**src/rtl/dmem_arbiter_if.sv**
```systemverilog
// One requester-side data-memory port: req/gnt handshake plus tagged read return.
// master = requester (cpu or loader), slave = arbiter.
interface dmem_arbiter_if #(
  parameter int unsigned AW = 16,
  parameter int unsigned DW = 16
);
  logic          req;
  logic          we;
  logic [AW-1:0] addr;
  logic [DW-1:0] wdata;
  logic          gnt;
  logic          rvalid;
  logic [DW-1:0] rdata;

  modport master (
    output req, we, addr, wdata,
    input  gnt, rvalid, rdata
  );

  modport slave (
    input  req, we, addr, wdata,
    output gnt, rvalid, rdata
  );
endinterface

```
**src/rtl/dmem_arbiter.sv**
```systemverilog
// Two-port data-memory arbiter with a fixed-latency tagged read-return pipeline.
// Define DMEM_ARB_ROUND_ROBIN_EN for round-robin on contention; otherwise port 0 has priority.
module dmem_arbiter #(
  parameter int unsigned AW         = 16,
  parameter int unsigned DW         = 16,
  parameter int unsigned RD_LATENCY = 1
) (
  input  logic          clk,
  input  logic          rst,
  dmem_arbiter_if.slave p0,
  dmem_arbiter_if.slave p1,
  output logic          mem_re,
  output logic [AW-1:0] mem_raddr,
  output logic          mem_we,
  output logic [AW-1:0] mem_waddr,
  output logic [DW-1:0] mem_wdata,
  input  logic [DW-1:0] mem_rdata
);

  logic          gnt0, gnt1, issue;
  logic          sel_we;
  logic [AW-1:0] sel_addr;
  logic [DW-1:0] sel_wdata;
  logic          rd_issue;

  logic [RD_LATENCY-1:0] tag_valid_q, tag_port_q;
  logic [RD_LATENCY:0]   tag_valid_shift, tag_port_shift;

`ifdef DMEM_ARB_ROUND_ROBIN_EN
  // Port favoured on the next contended cycle (the loser of the last one).
  logic rr_q;

  always_comb begin
    gnt0 = ~rst & p0.req & (~p1.req | ~rr_q);
    gnt1 = ~rst & p1.req & (~p0.req | rr_q);
  end

  always_ff @(posedge clk or posedge rst) begin
    if (rst) begin
      rr_q <= 1'b0;
    end else if (p0.req && p1.req && (gnt0 || gnt1)) begin
      rr_q <= gnt0;
    end
  end
`else
  always_comb begin
    gnt0 = ~rst & p0.req;
    gnt1 = ~rst & p1.req & ~p0.req;
  end
`endif

  always_comb begin
    issue     = gnt0 | gnt1;
    sel_we    = 1'b0;
    sel_addr  = '0;
    sel_wdata = '0;
    if (gnt1) begin
      sel_we    = p1.we;
      sel_addr  = p1.addr;
      sel_wdata = p1.wdata;
    end else if (gnt0) begin
      sel_we    = p0.we;
      sel_addr  = p0.addr;
      sel_wdata = p0.wdata;
    end
    rd_issue  = issue & ~sel_we;
  end

  assign p0.gnt    = gnt0;
  assign p1.gnt    = gnt1;
  assign mem_re    = rd_issue;
  assign mem_we    = issue & sel_we;
  assign mem_raddr = sel_addr;
  assign mem_waddr = sel_addr;
  assign mem_wdata = sel_wdata;

  // Stage 0 takes the current issue; the top stage lines up with mem_rdata.
  assign tag_valid_shift = {tag_valid_q, rd_issue};
  assign tag_port_shift  = {tag_port_q, gnt1};

  always_ff @(posedge clk or posedge rst) begin
    if (rst) begin
      tag_valid_q <= '0;
      tag_port_q  <= '0;
    end else begin
      tag_valid_q <= tag_valid_shift[RD_LATENCY-1:0];
      tag_port_q  <= tag_port_shift[RD_LATENCY-1:0];
    end
  end

  assign p0.rvalid = tag_valid_q[RD_LATENCY-1] & ~tag_port_q[RD_LATENCY-1];
  assign p1.rvalid = tag_valid_q[RD_LATENCY-1] & tag_port_q[RD_LATENCY-1];
  assign p0.rdata  = rst ? '0 : mem_rdata;
  assign p1.rdata  = rst ? '0 : mem_rdata;

endmodule

```
**src/flat_wrapper.sv**
```systemverilog
// flat-port wrapper written by rule: the top's interface ports become plain ports
module dmem_arbiter_flat 
#(
  parameter int unsigned AW         = 16,
  parameter int unsigned DW         = 16,
  parameter int unsigned RD_LATENCY = 1
)
  (clk, rst, mem_re, mem_raddr, mem_we, mem_waddr, mem_wdata, mem_rdata, p0_req, p0_we, p0_addr, p0_wdata, p0_gnt, p0_rvalid, p0_rdata, p1_req, p1_we, p1_addr, p1_wdata, p1_gnt, p1_rvalid, p1_rdata);
  dmem_arbiter_if #(.AW(AW), .DW(DW)) p0_i ();
  dmem_arbiter_if #(.AW(AW), .DW(DW)) p1_i ();
  input  logic clk;
  input  logic rst;
  output logic mem_re;
  output logic [AW-1:0] mem_raddr;
  output logic mem_we;
  output logic [AW-1:0] mem_waddr;
  output logic [DW-1:0] mem_wdata;
  input  logic [DW-1:0] mem_rdata;
  input wire logic [$bits(p0_i.req)-1:0] p0_req;
  input wire logic [$bits(p0_i.we)-1:0] p0_we;
  input wire logic [$bits(p0_i.addr)-1:0] p0_addr;
  input wire logic [$bits(p0_i.wdata)-1:0] p0_wdata;
  output wire logic [$bits(p0_i.gnt)-1:0] p0_gnt;
  output wire logic [$bits(p0_i.rvalid)-1:0] p0_rvalid;
  output wire logic [$bits(p0_i.rdata)-1:0] p0_rdata;
  input wire logic [$bits(p1_i.req)-1:0] p1_req;
  input wire logic [$bits(p1_i.we)-1:0] p1_we;
  input wire logic [$bits(p1_i.addr)-1:0] p1_addr;
  input wire logic [$bits(p1_i.wdata)-1:0] p1_wdata;
  output wire logic [$bits(p1_i.gnt)-1:0] p1_gnt;
  output wire logic [$bits(p1_i.rvalid)-1:0] p1_rvalid;
  output wire logic [$bits(p1_i.rdata)-1:0] p1_rdata;
  assign p0_i.req = p0_req;
  assign p0_i.we = p0_we;
  assign p0_i.addr = p0_addr;
  assign p0_i.wdata = p0_wdata;
  assign p0_gnt = p0_i.gnt;
  assign p0_rvalid = p0_i.rvalid;
  assign p0_rdata = p0_i.rdata;
  assign p1_i.req = p1_req;
  assign p1_i.we = p1_we;
  assign p1_i.addr = p1_addr;
  assign p1_i.wdata = p1_wdata;
  assign p1_gnt = p1_i.gnt;
  assign p1_rvalid = p1_i.rvalid;
  assign p1_rdata = p1_i.rdata;
  dmem_arbiter #(.AW(AW), .DW(DW), .RD_LATENCY(RD_LATENCY)) u_core (.clk(clk), .rst(rst), .p0(p0_i), .p1(p1_i), .mem_re(mem_re), .mem_raddr(mem_raddr), .mem_we(mem_we), .mem_waddr(mem_waddr), .mem_wdata(mem_wdata), .mem_rdata(mem_rdata));
endmodule
```
**config.mk**
```make
export PLATFORM = sky130hd
export DESIGN_NAME = dmem_arbiter_flat
export DESIGN_NICKNAME = d
export VERILOG_FILES = /design/src/rtl/dmem_arbiter_if.sv /design/src/rtl/dmem_arbiter.sv /design/src/flat_wrapper.sv
export SDC_FILE = /design/constraint.sdc
export NUM_CORES = 1
export LEC_CHECK = 0
export ABC_AREA = 1
export CAP_MARGIN = 5
export CELL_PAD_IN_SITES_DETAIL_PLACEMENT = 1
export CELL_PAD_IN_SITES_GLOBAL_PLACEMENT = 1
export CORE_ASPECT_RATIO = 0.75
export CORE_UTILIZATION = 10
export DETAILED_ROUTE_END_ITERATION = 16
export PLACE_DENSITY = 0.89
export SETUP_SLACK_MARGIN = 0.1
export SYNTH_ARGS = -nofsm -noshare
export SYNTH_HDL_FRONTEND = slang
export SYNTH_SLANG_ARGS = --single-unit
```
**constraint.sdc**
```tcl
create_clock -name clk -period 1.3 [get_ports clk]
set_input_delay 0.195 -clock clk [delete_from_list [all_inputs] [get_ports clk]]
set_output_delay 0.195 -clock clk [all_outputs]
set_load 0.05 [all_outputs]
```
Yosys cells after proc, flatten, opt, wreduce, memory -nomap -nowiden
Cells that the tools add are included.

Bits in registers: 2. Bits in latches: 0. RAM bits: 0. ROM bits: 0. Input bits: 86. Output and inout port bits: 86. Memories: 0.

Add/subtract/negate cells: 0. $mul: 0. Divide/modulo/power cells: 0. Order comparisons: 0. Equal/unequal tests: 0. Shift operators: 0. Mux-type cells: 7. Bitwise gates (word level): 12. Reduce and logical (&&, ||, !) cells: 0.

Operators with widths (count): $mux W16 (5); $and A1 B1 Y1 (7); $not A1 Y1 (4); $mux W1 (2); $or A1 B1 Y1 (1).

Logic depth before layout (Yosys ltp)
Depth in word-level cells: 6. Depth in mapped cells: 8.

Worst setup path before layout
Ideal clock, no wire load.

Path kind: input port to flip-flop. Start point: input port rst. End point: register u_core.tag_valid_q. Arrival time: 1.512 ns. Data required time: 1.097 ns. Path slack: -0.415 ns. Cell stages on the path: 5. Cells stage by stage: buf_6 -> nor2_2 -> nand3_1 -> nand2_1 -> nor2_1.

Cells in the longest elaborated chain, start to end: 6.

RTL lines: start: declaration (RTL line flat_wrapper.sv:12) `input logic rst;`; $not A1 Y1 * (RTL line dmem_arbiter.sv:47, dmem_arbiter.sv:48); $and A1 B1 Y1 (on tied branches) (RTL line dmem_arbiter.sv:47, dmem_arbiter.sv:48); $mux W1 or $and A1 B1 Y1 (tied branches) (RTL line dmem_arbiter.sv:61, dmem_arbiter.sv:48); $mux W1 (RTL line dmem_arbiter.sv:57) `if (gnt1) begin`; $not A1 Y1 (RTL line dmem_arbiter.sv:66) `rd_issue = issue & ~sel_we;`; $and A1 B1 Y1 * (RTL line dmem_arbiter.sv:66); named net mem_re (RTL line flat_wrapper.sv:13) `output logic mem_re;`; end signal: assignment (RTL line dmem_arbiter.sv:86) `tag_valid_q <= tag_valid_shift[RD_LATENCY-1:0];`; end: declaration (RTL line dmem_arbiter.sv:26) `logic [RD_LATENCY-1:0] tag_valid_q, tag_port_q;`.

The timed path passes the listed nets; every way through them passes the cells marked *.

Worst setup path in the final report
Start point: input port rst. End point: output port mem_waddr[6].

Cells in the longest elaborated chain, start to end: 4.

RTL lines: $not A1 Y1 * (RTL line dmem_arbiter.sv:47, dmem_arbiter.sv:48); $and A1 B1 Y1 (on tied branches) (RTL line dmem_arbiter.sv:47, dmem_arbiter.sv:48); $mux W16 or $and A1 B1 Y1 (tied branches) (RTL line dmem_arbiter.sv:61, dmem_arbiter.sv:48); $mux W16 * (RTL line dmem_arbiter.sv:57); end: declaration (RTL line flat_wrapper.sv:16) `output logic [AW-1:0] mem_waddr;`.

Every way passes the cells marked *; elsewhere a longest branch is shown, timed or not.

==> flow_summary.yaml <==
floorplanning:
  boundaryPins: 172
  core_area_um2: 9120
  die-area_um2: 9860
  chipHeight_um: 86.2
  initial_core_util_pct: 10.4
  rows: 30
  die_w_um: 114
cells_and_area:
  antenna_cells: 0
  multiInputGateArea_um2: 1270
  fillers: 956
  area_delta_synth_final_pct: 392
  fin_nets: 433
  fin_util_pct: 51.0
  drive_gt1_share_pct: 68.7
  regArea_um2: 50.0
drt:
  first_iter_violations: 27
  num_vias: 1733
  routed_via_density: 3.66
  ant_nets: 0
  wire_per_inst_um: 15.1
  first_pass_iters: 2
  wl_um: 7150
  drc: 0
logic_synthesis:
  synth_xor_xnor_area_share_pct: 0
  synth_simple_gate_area_share_pct: 52.4
  synth_top_area_share_pct: 34.9
  yosysMostFrequentCell: "nand2_1"
  syn_avg_cell_area_um2: 5.11
  muxShareOfSynthArea_pct: 0
  yosysWarnings: 0
  syn_area_um2: 946
  ys_seq_area_share_pct: 5.29
  syn_nets: 271
  synth_cell_types: 14
  synth_flop_cell: "dfrtp_1"
  synth_cells: 185
  synth_edf_count: 0
  synth_common_cells: "88 x nand2_1, 32 x buf_4, 20 x inv_1"
  synth_top_family_by_area: "simple AND/OR/NAND/NOR gates"
  synthAdderAreaFrac_pct: 0
  ys_seq_elements: 2
  async_reset_ff_share_pct: 100
  synth_compound_area_share_pct: 0.529
  synth.area.top_cells: "nand2_1 35%, buf_4 25%, inv_1 7.9%, nand2_2 7.9%, nor2_1 7.1%"
  yosysTopAreaCell: "nand2_1"
timing:
  drv_slew: 0
  fin_ws_ns: -0.0221
  finalCritPeriodShare_pct: 102
  final.setup.tns_ns: -0.237
  slew_headroom_pct: 75.1
  hold_viol_final: 0
  rsz0062_at_grt: "yes"
  fmax_mhz: 756
  final-setup-viol-count: 21
  min_period_ns: 1.32
  worstMarginPinSlew_ns: 0.370
hold_path:
  worstHoldPathType: "input port to async pin"
run_status:
  status: "finished, violations left"
  violations: "setup timing"
power:
  max-vdd-ir-drop_mv: 0.352
  p_int_w: 0.00146
  p_clk_share_pct: 17.7
  pwr-share-seq_pct: 2.7
  p_sw_share_pct: 43.0
  power_w: 0.00257
  p_sw_w: 0.00110
  p_per_area_nw_per_um2: 552
  p_leak_nw: 2.03
  combPwrFrac_pct: 79.6
cts:
  ctsRootBufferMaster: "clkbuf_16"
  cts.sinks: 2
  clkSlewWorstSetupHoldPaths_ns: 0.03
  cts_tree: "yes"
  clk_path_buf_depth: 2
  htree_levels: 1
  numCtsBuffers: 3
critical_path:
  critPathLaunchType: "input port"
  cp.arrival_ns: 1.13
  worstSetupEndpoint: "mem_waddr[6]"
  crit_path_end_kind: "output pin"
  worst-setup-path-type: "input port to output pin"
  critPathLaunch: "rst"
  crit_fanout: 5
  required_ns: 1.11
global_routing:
  grt-ovfl-total: 0
  grt_max_degree: 17
  grt_pass1_vias: 2002
  antenna_found_initial: 0
  track_usage_pct: 14.0
  grt_pass1_wl_um: 10500
run:
  max_cap_viol_count: 0
place:
  port_buffers: 171
  dp_hpwl_um: 5680
  gp_congestion: 0.748
## stage by stage
stage,hold slack (ns),setup WS (ns),instances,instance area [um^2]
CTS,0.0873,-0.0595,470,4470
floorplan,0.0803,0.0143,185,1580
global placement,0.651,-0.442,453,3930
global route,0.106,-0.0567,473,4650
detailed placement,0.677,-0.501,453,3930
finish,0.0901,-0.0221,473,4650
## power by group through the flow
stage,clock network (W),registers [W],logic [W]
after floorplan,0,0.0000684,0.000962
after global placement,0,0.0000709,0.00182
after detailed placement,0,0.0000711,0.00186
after CTS,0.000460,0.0000706,0.00201
after global routing,0.000470,0.0000711,0.00211
final,0.000454,0.0000705,0.00204
## cell families after synthesis
group / count (synthesis)
compound gates: 1
buf+inv: 61
flops: 2
simple gates: 121
## how the worst min path moves through the flow
| stage | slack (ns) | startpoint | end |
|---|---|---|---|
| finish | 0.09 | rst | u_core.tag_port_q$_DFF_PP0_ |
| detailed placement | 0.68 | rst | u_core.tag_valid_q$_DFF_PP0_ |
| floorplan | 0.08 | rst | u_core.tag_port_q$_DFF_PP0_ |
| CTS | 0.09 | rst | u_core.tag_port_q$_DFF_PP0_ |
| global route | 0.11 | rst | u_core.tag_port_q$_DFF_PP0_ |
| global placement | 0.65 | rst | u_core.tag_port_q$_DFF_PP0_ |
## routing by layer
metal / global-route usage, % / up-vias / share of wire [%] / routed length, um
met2: 29.5 / 75 / 61 / 4370
li1: - / 828 / - / -
met1: 14.1 / 826 / 33 / 2350
met5: 0 / - / 0 / 0
met3: 2.10 / 4 / 5.0 / 356
met4: 3.54 / 0 / 0.99 / 71
## state kept, by name (all words and copies together), names as in the netlist
register and cells:
u_core.tag_valid_q 1, u_core.tag_port_q 1
## repair_timing
item | in CTS | in global routing
pin swaps | 37 | 16
setup buffers | 10 | 2
cloned | 4 | 3
gates resized for setup | 103 | 40
hold buffers | 0 | 0
hold endpoints to repair | 0 | 0
setup endpoints to repair | 85 | 54
## final cells by class
type / count / share of cell area, %
flip-flops and latches: 2 / 1.08
inverters: 21 / 1.86
multi-input cells: 122 / 27.4
well taps: 128 / 3.44
repair buffers: 197 / 64.6
clock buffers: 3 / 1.61
## layout by cell type, fill, tap and decap left out, types with 2 or more instances in the layout
| cell type | Yosys | routed |
|---|---|---|
| buf_12 | 1 | 95 |
| clkdlybuf4s50_1 | 0 | 66 |
| nand2_4 | 0 | 38 |
| nand2_2 | 12 | 23 |
| nand2_8 | 0 | 20 |
| nor2_4 | 1 | 19 |
| nand2_1 | 88 | 19 |
| inv_2 | 0 | 16 |
| dlygate4sd2_1 | 0 | 16 |
| clkbuf_16 | 0 | 6 |
| buf_4 | 32 | 5 |
| buf_6 | 3 | 5 |
| inv_1 | 20 | 3 |
| buf_16 | 0 | 3 |
| buf_8 | 0 | 3 |
| dfrtp_1 | 2 | 2 |
## critical path: stages
cell,delay [ns]
buf_8,0.11
nor2_4,0.11
nand2_2,0.07
clkinv_4,0.08
buf_12,0.12
buf_16,0.16
nand2_8,0.07
nand2_8,0.07
buf_12,0.13
No activity file was read; power rests on OpenSTA's default activity.
